File: config.mk
export PLATFORM = sky130hd
export DESIGN_NAME = mcu_spi_slave_regif
export DESIGN_NICKNAME = d
export VERILOG_FILES = /design/src/rtl/mcu_spi_pkg.sv /design/src/rtl/mcu_spi_sync_edge.sv /design/src/rtl/mcu_spi_slave_regif.sv
export SDC_FILE = /design/constraint.sdc
export NUM_CORES = 1
export LEC_CHECK = 0
export BUFFER_PORTS_ARGS = -buffer_cell sky130_fd_sc_hd__buf_2
export CELL_PAD_IN_SITES_DETAIL_PLACEMENT = 0
export CELL_PAD_IN_SITES_GLOBAL_PLACEMENT = 2
export CORE_MARGIN = 2
export CORE_UTILIZATION = 39
export CTS_CLUSTER_SIZE = 20
export DETAILED_ROUTE_END_ITERATION = 10
export GPL_TIMING_DRIVEN = 0
export HOLD_SLACK_MARGIN = 0.03
export PLACE_DENSITY = 0.81
export SLEW_MARGIN = 0
export SYNTH_ARGS = -nofsm -noshare
export SYNTH_HDL_FRONTEND = slang
export SYNTH_SLANG_ARGS = --single-unit
File: constraint.sdc
create_clock -name aclk -period 2.1 [get_ports aclk]
set_input_delay 0.63 -clock aclk [delete_from_list [all_inputs] [get_ports aclk]]
set_output_delay 0.63 -clock aclk [all_outputs]
set_load 0.02 [all_outputs]
File: src/rtl/mcu_spi_pkg.sv
// ============================================================================
// Module   : mcu_spi_pkg
// Purpose  : Shared FSM encoding and default widths for the MCU SPI slave.
// Revision : 1.0 - initial release
// ============================================================================
`default_nettype none

package mcu_spi_pkg;

  localparam int c_DEF_ADDR_W      = 7;
  localparam int c_DEF_DATA_W      = 16;
  localparam int c_DEF_RD_LAT      = 1;
  localparam int c_DEF_SYNC_STAGES = 2;

  // Position of the read/not-write flag inside the default command word.
  localparam int RNW_BIT = c_DEF_ADDR_W;

  typedef enum logic [1:0] {
    ST_IDLE = 2'd0,
    ST_CMD  = 2'd1,
    ST_DATA = 2'd2
  } spi_state_e;

endpackage

`default_nettype wire

File: src/rtl/mcu_spi_sync_edge.sv
// ============================================================================
// Module   : mcu_spi_sync_edge
// Purpose  : N-stage synchroniser with a change detector on the resolved level.
// Revision : 1.0 - initial release
// ============================================================================
`default_nettype none

module mcu_spi_sync_edge #(
  parameter int   STAGES  = 2,
  parameter logic RST_VAL = 1'b0
) (
  input  logic clk,
  input  logic rst_n,
  input  logic i_d,
  output logic o_q,
  output logic o_edge
);

  logic [STAGES-1:0] r_sync;
  logic              r_prev;

  always_ff @(posedge clk or negedge rst_n) begin
    if (!rst_n) begin
      r_sync <= {STAGES{RST_VAL}};
      r_prev <= RST_VAL;
    end else begin
      r_sync[0] <= i_d;
      for (int i = 1; i < STAGES; i++) begin
        r_sync[i] <= r_sync[i-1];
      end
      r_prev <= r_sync[STAGES-1];
    end
  end

  assign o_q    = r_sync[STAGES-1];
  assign o_edge = r_sync[STAGES-1] ^ r_prev;

endmodule

`default_nettype wire

File: src/rtl/mcu_spi_slave_regif.sv
// ============================================================================
// Module   : mcu_spi_slave_regif
// Purpose  : SPI mode-0 slave bridging MCU frames onto a register bus.
//            Define MCU_SPI_FRAME_STATS_EN to add frame/abort counters.
// Revision : 1.0 - initial release
// ============================================================================
`default_nettype none

module mcu_spi_slave_regif
  import mcu_spi_pkg::*;
#(
  parameter int ADDR_W      = c_DEF_ADDR_W,
  parameter int DATA_W      = c_DEF_DATA_W,
  parameter int RD_LAT      = c_DEF_RD_LAT,
  parameter int SYNC_STAGES = c_DEF_SYNC_STAGES
) (
  input  logic              aclk,
  input  logic              aresetn,
  input  logic              spi_sck_i,
  input  logic              spi_cs_n_i,
  input  logic              spi_mosi_i,
  output logic              spi_miso_o,
  output logic              spi_miso_t,
  output logic [ADDR_W-1:0] reg_addr,
  output logic              reg_wr_en,
  output logic [DATA_W-1:0] reg_wdata,
  output logic              reg_rd_en,
  input  logic [DATA_W-1:0] reg_rdata,
  output logic              busy,
  output logic              frame_abort
`ifdef MCU_SPI_FRAME_STATS_EN
  ,
  output logic [15:0]       stat_frames,
  output logic [15:0]       stat_aborts
`endif
);

  localparam int c_RNW_BIT  = ADDR_W;
  localparam int c_MAX_BITS = (ADDR_W + 1 > DATA_W) ? ADDR_W + 1 : DATA_W;
  localparam int c_CNT_W    = (c_MAX_BITS > 2) ? $clog2(c_MAX_BITS) : 1;
  localparam logic [c_CNT_W-1:0] c_CMD_LAST  = c_CNT_W'(ADDR_W);
  localparam logic [c_CNT_W-1:0] c_DATA_LAST = c_CNT_W'(DATA_W - 1);

  logic w_sck_q, w_sck_edge, w_cs_q, w_cs_edge;
  logic w_sck_rise, w_sck_fall, w_cs_rise, w_cs_fall;
  logic [SYNC_STAGES-1:0] r_mosi_sync;
  logic w_mosi;

  mcu_spi_sync_edge #(.STAGES(SYNC_STAGES), .RST_VAL(1'b0)) u_sync_sck (
    .clk    (aclk),
    .rst_n  (aresetn),
    .i_d    (spi_sck_i),
    .o_q    (w_sck_q),
    .o_edge (w_sck_edge)
  );

  mcu_spi_sync_edge #(.STAGES(SYNC_STAGES), .RST_VAL(1'b1)) u_sync_cs (
    .clk    (aclk),
    .rst_n  (aresetn),
    .i_d    (spi_cs_n_i),
    .o_q    (w_cs_q),
    .o_edge (w_cs_edge)
  );

  always_ff @(posedge aclk or negedge aresetn) begin
    if (!aresetn) begin
      r_mosi_sync <= '0;
    end else begin
      r_mosi_sync[0] <= spi_mosi_i;
      for (int i = 1; i < SYNC_STAGES; i++) begin
        r_mosi_sync[i] <= r_mosi_sync[i-1];
      end
    end
  end

  assign w_mosi     = r_mosi_sync[SYNC_STAGES-1];
  assign w_sck_rise = w_sck_edge &  w_sck_q;
  assign w_sck_fall = w_sck_edge & ~w_sck_q;
  assign w_cs_rise  = w_cs_edge  &  w_cs_q;
  assign w_cs_fall  = w_cs_edge  & ~w_cs_q;

  spi_state_e          r_state;
  logic [c_CNT_W-1:0]  r_cnt;
  logic [DATA_W-2:0]   r_rx;
  logic [DATA_W-1:0]   r_tx;
  logic                r_rnw;
  logic                r_inc;
  logic [RD_LAT-1:0]   r_rd_pipe;

  logic [c_CNT_W-1:0]  w_cnt_next;
  logic                w_word_done;
  logic [DATA_W-1:0]   w_rx_next;
  logic [DATA_W-1:0]   w_tx_src;
  logic                w_load;
  logic                w_frame_end;
  logic                w_abort;

  assign w_rx_next   = {r_rx, w_mosi};
  assign w_load      = r_rd_pipe[RD_LAT-1];
  assign w_tx_src    = w_load ? reg_rdata : r_tx;
  assign w_frame_end = w_cs_rise && (r_state != ST_IDLE);
  // A rise landing with CS release is counted first, so a completed word leaves 0.
  assign w_abort     = w_frame_end && (w_cnt_next != '0);

  always_comb begin
    w_word_done = 1'b0;
    w_cnt_next  = r_cnt;
    if (w_sck_rise && (r_state != ST_IDLE)) begin
      w_word_done = (r_state == ST_CMD) ? (r_cnt == c_CMD_LAST) : (r_cnt == c_DATA_LAST);
      w_cnt_next  = w_word_done ? '0 : r_cnt + 1'b1;
    end
  end

  always_ff @(posedge aclk or negedge aresetn) begin
    if (!aresetn) begin
      r_state     <= ST_IDLE;
      r_cnt       <= '0;
      r_rx        <= '0;
      r_tx        <= '0;
      r_rnw       <= 1'b0;
      r_inc       <= 1'b0;
      r_rd_pipe   <= '0;
      spi_miso_o  <= 1'b0;
      spi_miso_t  <= 1'b1;
      reg_addr    <= '0;
      reg_wr_en   <= 1'b0;
      reg_wdata   <= '0;
      reg_rd_en   <= 1'b0;
      busy        <= 1'b0;
      frame_abort <= 1'b0;
    end else begin
      reg_wr_en   <= 1'b0;
      reg_rd_en   <= 1'b0;
      frame_abort <= 1'b0;

      r_rd_pipe[0] <= reg_rd_en;
      for (int i = 1; i < RD_LAT; i++) begin
        r_rd_pipe[i] <= r_rd_pipe[i-1];
      end

      if (r_inc) begin
        reg_addr <= reg_addr + 1'b1;
        r_inc    <= 1'b0;
      end

      // Read data arriving on the same cycle as a fall is forwarded straight to MISO.
      if (w_sck_fall && (r_state == ST_DATA)) begin
        spi_miso_o <= r_rnw & w_tx_src[DATA_W-1];
        r_tx       <= {w_tx_src[DATA_W-2:0], 1'b0};
      end else if (w_load) begin
        r_tx <= reg_rdata;
      end

      case (r_state)
        ST_IDLE: begin
          if (w_cs_fall) begin
            r_state    <= ST_CMD;
            r_cnt      <= '0;
            busy       <= 1'b1;
            spi_miso_t <= 1'b0;
            spi_miso_o <= 1'b0;
          end
        end
        ST_CMD: begin
          r_cnt <= w_cnt_next;
          if (w_sck_rise) begin
            r_rx <= w_rx_next[DATA_W-2:0];
            if (w_word_done) begin
              reg_addr  <= w_rx_next[ADDR_W-1:0];
              r_rnw     <= w_rx_next[c_RNW_BIT];
              reg_rd_en <= w_rx_next[c_RNW_BIT];
              r_state   <= ST_DATA;
            end
          end
        end
        ST_DATA: begin
          r_cnt <= w_cnt_next;
          if (w_sck_rise) begin
            r_rx <= w_rx_next[DATA_W-2:0];
            if (w_word_done) begin
              if (r_rnw) begin
                reg_addr  <= reg_addr + 1'b1;
                reg_rd_en <= 1'b1;
              end else begin
                reg_wr_en <= 1'b1;
                reg_wdata <= w_rx_next;
                r_inc     <= 1'b1;
              end
            end
          end
        end
        default: r_state <= ST_IDLE;
      endcase

      if (w_frame_end) begin
        r_state     <= ST_IDLE;
        r_cnt       <= '0;
        busy        <= 1'b0;
        spi_miso_t  <= 1'b1;
        spi_miso_o  <= 1'b0;
        frame_abort <= w_abort;
      end
    end
  end

`ifdef MCU_SPI_FRAME_STATS_EN
  always_ff @(posedge aclk or negedge aresetn) begin
    if (!aresetn) begin
      stat_frames <= '0;
      stat_aborts <= '0;
    end else if (w_frame_end) begin
      if (w_abort) begin
        if (stat_aborts != 16'hFFFF) stat_aborts <= stat_aborts + 16'd1;
      end else begin
        if (stat_frames != 16'hFFFF) stat_frames <= stat_frames + 16'd1;
      end
    end
  end
`endif

endmodule

`default_nettype wire
* After elaboration in Yosys (flattened, before gate mapping)
Cells that the tools add are included.
** Operators by class
- $add $sub $neg :: 2
- Reductions and logical operators :: 17
- Equal/unequal tests :: 8
- Multiplexer cells :: 42
- Bitwise logic cells :: 10
** Operators with widths (count)
- $mux 7 :: 6
- $mux 16 :: 2
- $mux 1 :: 22
- $mux 4 :: 4
- $pmux 7 s2 :: 1
- $ne 3x3->1 const B :: 3
- $mux 2 :: 4
- $pmux 4 s2 :: 1
- $reduce_and 4->1 :: 2
- $add 7x1->7 const B :: 1
- $pmux 2 s3 :: 1
- $reduce_and 2->1 :: 3
- $reduce_bool 2->1 :: 3
- $and 1x1->1 :: 5
- $add 4x1->4 const B :: 1
- $eq 4x3->1 const B :: 1
- $eq 4x4->1 const B :: 1
- $logic_and 1x1->1 :: 4
- $reduce_bool 4->1 :: 1
- $not 1->1 :: 3
- $reduce_and 3->1 :: 1
- $reduce_bool 3->1 :: 1
- $eq 2x1->1 const B :: 1
- $eq 2x2->1 const B :: 1
- 5 further kinds :: 6
** Word-level totals
- Output and inout bits :: 29
- Register bits after elaboration :: 76
- Input bits :: 21
- Logic and storage cells :: 98

* Logic depth before layout (Yosys ltp)
- Depth after elaboration :: 8
- Depth in mapped cells :: 9

* Hierarchy
From an unflattened synthesis, not the netlist that was laid out.
** Unflattened totals
- Cell total of the unflattened synthesis :: 262
- Area total of the unflattened synthesis :: 3530.9 sq um
** By module, submodules not included
- mcu_spi_slave_regif :: area each 3359.5 sq um, seq. area each 1752.9 sq um, instances 1, cells an instance 254
- mcu_spi_sync_edge (u_sync_cs) :: area each 87.6 sq um, seq. area each 78.8 sq um, instances 1, cells an instance 4
- mcu_spi_sync_edge (u_sync_sck) :: area each 83.8 sq um, seq. area each 75.1 sq um, instances 1, cells an instance 4

* Least setup slack after synthesis
OpenSTA, ideal clock, no wires.
- Path type :: reg-to-reg
- Start :: register r_state[0]
- End :: register r_tx[10]
- Period minus slack after synthesis :: 1.909 ns
- Setup time :: 0.139 ns
- Arrival :: 1.771 ns
- Data required time :: 1.961 ns
- Slack :: 0.191 ns
- Buffers on the path :: 3
- Cell stages (with the launch flop) :: 8
- Cells stage by stage :: dfrtp_1 -> inv_1 -> ha_1 -> buf_2 -> nand3b_1 -> buf_2 -> buf_4 -> mux4_2
** Between the ends
- Cells in the longest elaborated chain, start to end :: 3
** RTL lines
- start: declaration :: RTL line mcu_spi_slave_regif.sv:82 : spi_state_e r_state;
- start signal: assignment :: RTL line mcu_spi_slave_regif.sv:116 : r_state <= ST_IDLE;
- start signal: assignment :: RTL line mcu_spi_slave_regif.sv:157 : r_state <= ST_CMD;
- start signal: assignment :: RTL line mcu_spi_slave_regif.sv:172 : r_state <= ST_DATA;
- $eq 2x2->1 :: RTL line mcu_spi_slave_regif.sv:147 : if (w_sck_fall && (r_state == ST_DATA)) begin
- $logic_and 1x1->1 :: RTL line mcu_spi_slave_regif.sv:147
- $mux 16 :: RTL line mcu_spi_slave_regif.sv:147
- end signal: assignment :: RTL line mcu_spi_slave_regif.sv:149 : r_tx <= {w_tx_src[DATA_W-2:0], 1'b0};
- end signal: assignment :: RTL line mcu_spi_slave_regif.sv:151 : r_tx <= reg_rdata;
- end: declaration :: RTL line mcu_spi_slave_regif.sv:85 : logic [DATA_W-1:0] r_tx;
No other way between the ends.
A chain may end at the register's enable or synchronous reset.

* Worst setup path in the final report
- Start :: register r_state[0]
- End :: register reg_wdata[10]
** Between the ends
- Cells in the longest elaborated chain, start to end :: 4
- Elaborated cells on any way between the ends :: 7
** RTL lines
- $eq 2x1->1 / $reduce_bool 2->1 (equally long branches) :: RTL line mcu_spi_slave_regif.sv:109, mcu_spi_slave_regif.sv:108
- $mux 1 / $logic_and 1x1->1 (equally long branches) :: RTL line mcu_spi_slave_regif.sv:109, mcu_spi_slave_regif.sv:108
- $mux 1 :: RTL line mcu_spi_slave_regif.sv:108 : if (w_sck_rise && (r_state != ST_IDLE)) begin
- $reduce_and 4->1 (no source line) (*)
- end signal: assignment :: RTL line mcu_spi_slave_regif.sv:186 : reg_wdata <= w_rx_next;
- end: declaration :: RTL line mcu_spi_slave_regif.sv:26 : output logic [DATA_W-1:0] reg_wdata,
Every way passes the cells marked *; elsewhere a longest branch is shown, timed or not.

==> results.json <==
{
  "path_depth": 8,
  "static-leakage-power_uw": 0.002056,
  "drc_errors": 0,
  "core_area_um2": 9196,
  "relSlewSlack_pct": 62.10,
  "post_synth.cell_area_avg_um2": 13.23,
  "stdcell_area_um2": 4340,
  "finish.cell_count_without_fillers": 457,
  "critPathCaptureType": "flop",
  "setup.worst_path.class": "reg -> reg",
  "io_pins": 50,
  "synth_top_flop_cell": "dfrtp_1",
  "post-route-period-util_pct": 92.80,
  "yosys-top-cells-count": "dfrtp_1, mux2_2, mux4_2, nand2_1, nand3_1",
  "post-synth-top-count-cell": "dfrtp_1",
  "worstPathCellList": "inv_1, ha_1, nand4bb_4, nor3_4, nand2b_1, buf_6, buf_6, mux2_4",
  "async_flop_share_pct": 100.0,
  "slew_viol_final": 0,
  "reg2reg_to": "reg_wdata[10]",
  "synth_seq_cells": 76,
  "post-synth-top-area-fraction_pct": 49.00,
  "placement.io_buffers": 49,
  "die_area_um2": 10220,
  "wire_length_of_the_first_global_routing_pass_mm": 12.99,
  "grt_remaining_overflow": 0,
  "dr_total_vias": 2486,
  "detail_route.wirelength_mm": 7.696,
  "clock_tree_from_tritoncts": "built",
  "number_of_antenna_violations_at_the_first_check_in_global_routing": 0,
  "reg2regPathDepth": 8,
  "cts_max_path_buffers": 2,
  "drive_above_1_share_pct": 40.46,
  "initial_core_util_pct": 39.99,
  "dieHeight_um": 101.1,
  "final_hold_viol_count": 0,
  "worst_slew_pin_slew_ns": 0.5685,
  "worst_path_max_delay_cell": "dfrtp_1",
  "pwr_cell_area_nw_per_um2": 817.4,
  "rows": 35,
  "number_of_levels_the_h_tree_was_split_into": 3,
  "synth_top_cell_by_area": "dfrtp_1",
  "gpl.final_weighted_congestion": 0.7592,
  "critical_path_peak_fanout": 10,
  "setup_violations": 0,
  "worst_skew_pair.late_latency_ns": 0.35,
  "design_power_total_uw": 3548,
  "grt_setup_unrepaired": "no",
  "critical-path-top-cell-by-count": "buf_6",
  "timing.max_cap.violations": 0,
  "layout_min_cycle_time_ns": 1.949,
  "route.detailed.vias_per_inst": 5.440,
  "die_width_um": 101.1,
  "detail-route-antenna-nets": 0,
  "dpl_cell_area_um2": 4091,
  "r2r-start": "r_state[0]",
  "cell_area_synth_um2": 3677,
  "synthesis.instances": 278,
  "postSynthNetCount": 304,
  "cp_slowest_stage_delay_ns": 0.35,
  "dpl.cell_count": 439,
  "dr.pass1.iters": 4,
  "area_growth_pct": 18.03,
  "n_antenna_cell": 0,
  "critical_path.top_delay_family": "simple AND/OR/NAND/NOR gates",
  "synthTopCellsByArea": "dfrtp_1, mux4_2, mux2_2, mux2_4, dfstp_2",
  "ys_seq_area_share_pct": 51.85,
  "global_route.usage.total_pct": 16.25,
  "place.detailed.hpwl_mm": 5.397,
  "synth_warnings": 0,
  "drt_iter0_markers": 82,
  "worst_supply_voltage_drop_on_vdd_uv": 407.5,
  "detail_route.wl_per_cell_um": 16.84,
  "grt_start_max_net_pins": 55,
  "ff2ff_setup_slack_ns": 0.15,
  "hold_crit_class": "in -> async",
  "cts_buffer_count": 9,
  "clock_skew_ns": 0.01140,
  "num-nets-final": 367,
  "fmax_mhz": 513.1,
  "critical_path.n_buffers_inverters": 3,
  "ctsHoldBuffers": 0,
  "status": "finished, final reports clean",
  "setup.worst_path.start_class": "flop",
  "synth_edf_count": 0,
  "grt_pass1_vias": 2533,
  "worst-endpoint-required_ns": 2.33,
  "cts.sinks": 76,
  "critPathArrivalTime_ns": 2.18,
  "ys_types": 53,
  "clock_tree_root": "clkbuf_8",
  "cts.reportedPaths.clkPinSlew_ns": 0.09
}
power breakdown:
group	total [uW]	internal [uW]	switching [uW]	leakage [uW]
combinational	733	307	426	0.000942
clock	1110	550	558	0.0000927
sequential	1710	1590	115	0.00102
total	3550	2450	1100	0.00206
flip-flops by register name, indices dropped and copies added, names as in the netlist, 4 cells and up:
name	flops
r_cnt	4
r_tx	16
reg_addr	7
r_rx	15
reg_wdata	16
through the flow:
stage	worst slack [ns]	hold WS, ns	setup TNS [ns]	utilization [%]
after floorplan	0.1908	0.3312	0	-
after global placement	-0.1269	0.3322	-8.751	44.16
after detailed placement	-0.01291	0.3365	-0.09111	44.49
after CTS	0.06593	0.1758	0	46.68
after global routing	0.02068	0.1828	0	47.20
final	0.1511	0.1728	0	47.20
cells by family (layout without fill, tap and decap cells):
family / Yosys count / count (layout) / synth area share, %
compound gates: 41 / 41 / 7.826
fa+ha+maj: 5 / 5 / 1.701
buf+inv: 27 / 95 / 3.471
mux: 51 / 51 / 21.03
simple gates: 67 / 67 / 11.30
xor+xnor: 11 / 11 / 2.824
flops: 76 / 76 / 51.85
repair_timing:
item                                    4_1_cts  5_1_grt
pin swaps                                     1        4
setup buffers                                 1        2
endpoints found under the setup margin       13       24
resized for setup                             1       10
cell usage in the layout, fill, tap and decap left out, types with 5 or more instances in the layout:
| cell | netlist | routed |
|---|---|---|
| dfrtp_1 | 72 | 72 |
| inv_1 | 8 | 8 |
| nand4_1 | 7 | 7 |
| clkbuf_1 | 8 | 8 |
| o22ai_1 | 7 | 7 |
| clkbuf_8 | 0 | 9 |
| nor2_1 | 9 | 8 |
| buf_4 | 1 | 5 |
| mux2_2 | 24 | 24 |
| nand2b_1 | 5 | 5 |
| nand2_1 | 15 | 15 |
| xnor2_1 | 6 | 6 |
| buf_2 | 6 | 52 |
| mux4_2 | 15 | 15 |
| a22oi_1 | 5 | 5 |
| nand3_1 | 10 | 10 |
| mux2_4 | 9 | 9 |
| o21ai_0 | 7 | 7 |
worst reg2reg max path, stage by stage (launching register included):
cell,delay (ns)
dfrtp_1,0.35
inv_1,0.08
ha_1,0.25
nand4bb_4,0.28
nor3_4,0.18
nand2b_1,0.09
buf_6,0.15
buf_6,0.16
mux2_4,0.31
routing by layer:
metal / up-vias / share of wire [%] / global-route usage [%]
li1: 1154 / - / -
met1: 1274 / 47 / 23.11
met2: 50 / 48 / 24.81
met3: 8 / 3.4 / 3.398
met4: 0 / 1.4 / 5.717
met5: - / 0 / 0
worst max path at each step:
stage,start,to,slack (ns)
2_1_floorplan,r_state[0],r_tx[10],0.19
3_3_place_gp,aresetn,reg_addr[3],-0.13
3_5_place_dp,r_state[0],reg_wdata[10],-0.01
4_1_cts,r_state[0],reg_wdata[10],0.07
5_1_grt,r_state[1],reg_wdata[11],0.02
6_report,r_state[0],reg_wdata[10],0.15
final cells by class:
type | instances | area [um2]
well taps | 111 | 138.9
repair buffers | 53 | 297.8
inverters | 10 | 37.54
flip-flops and latches | 76 | 1907
clock buffers | 10 | 127.6
fillers | 857 | 4856
clock inverters | 6 | 63.81
multi-input cells | 175 | 1675
plain buffers | 16 | 92.59
Power figures use the tool's default switching activity.
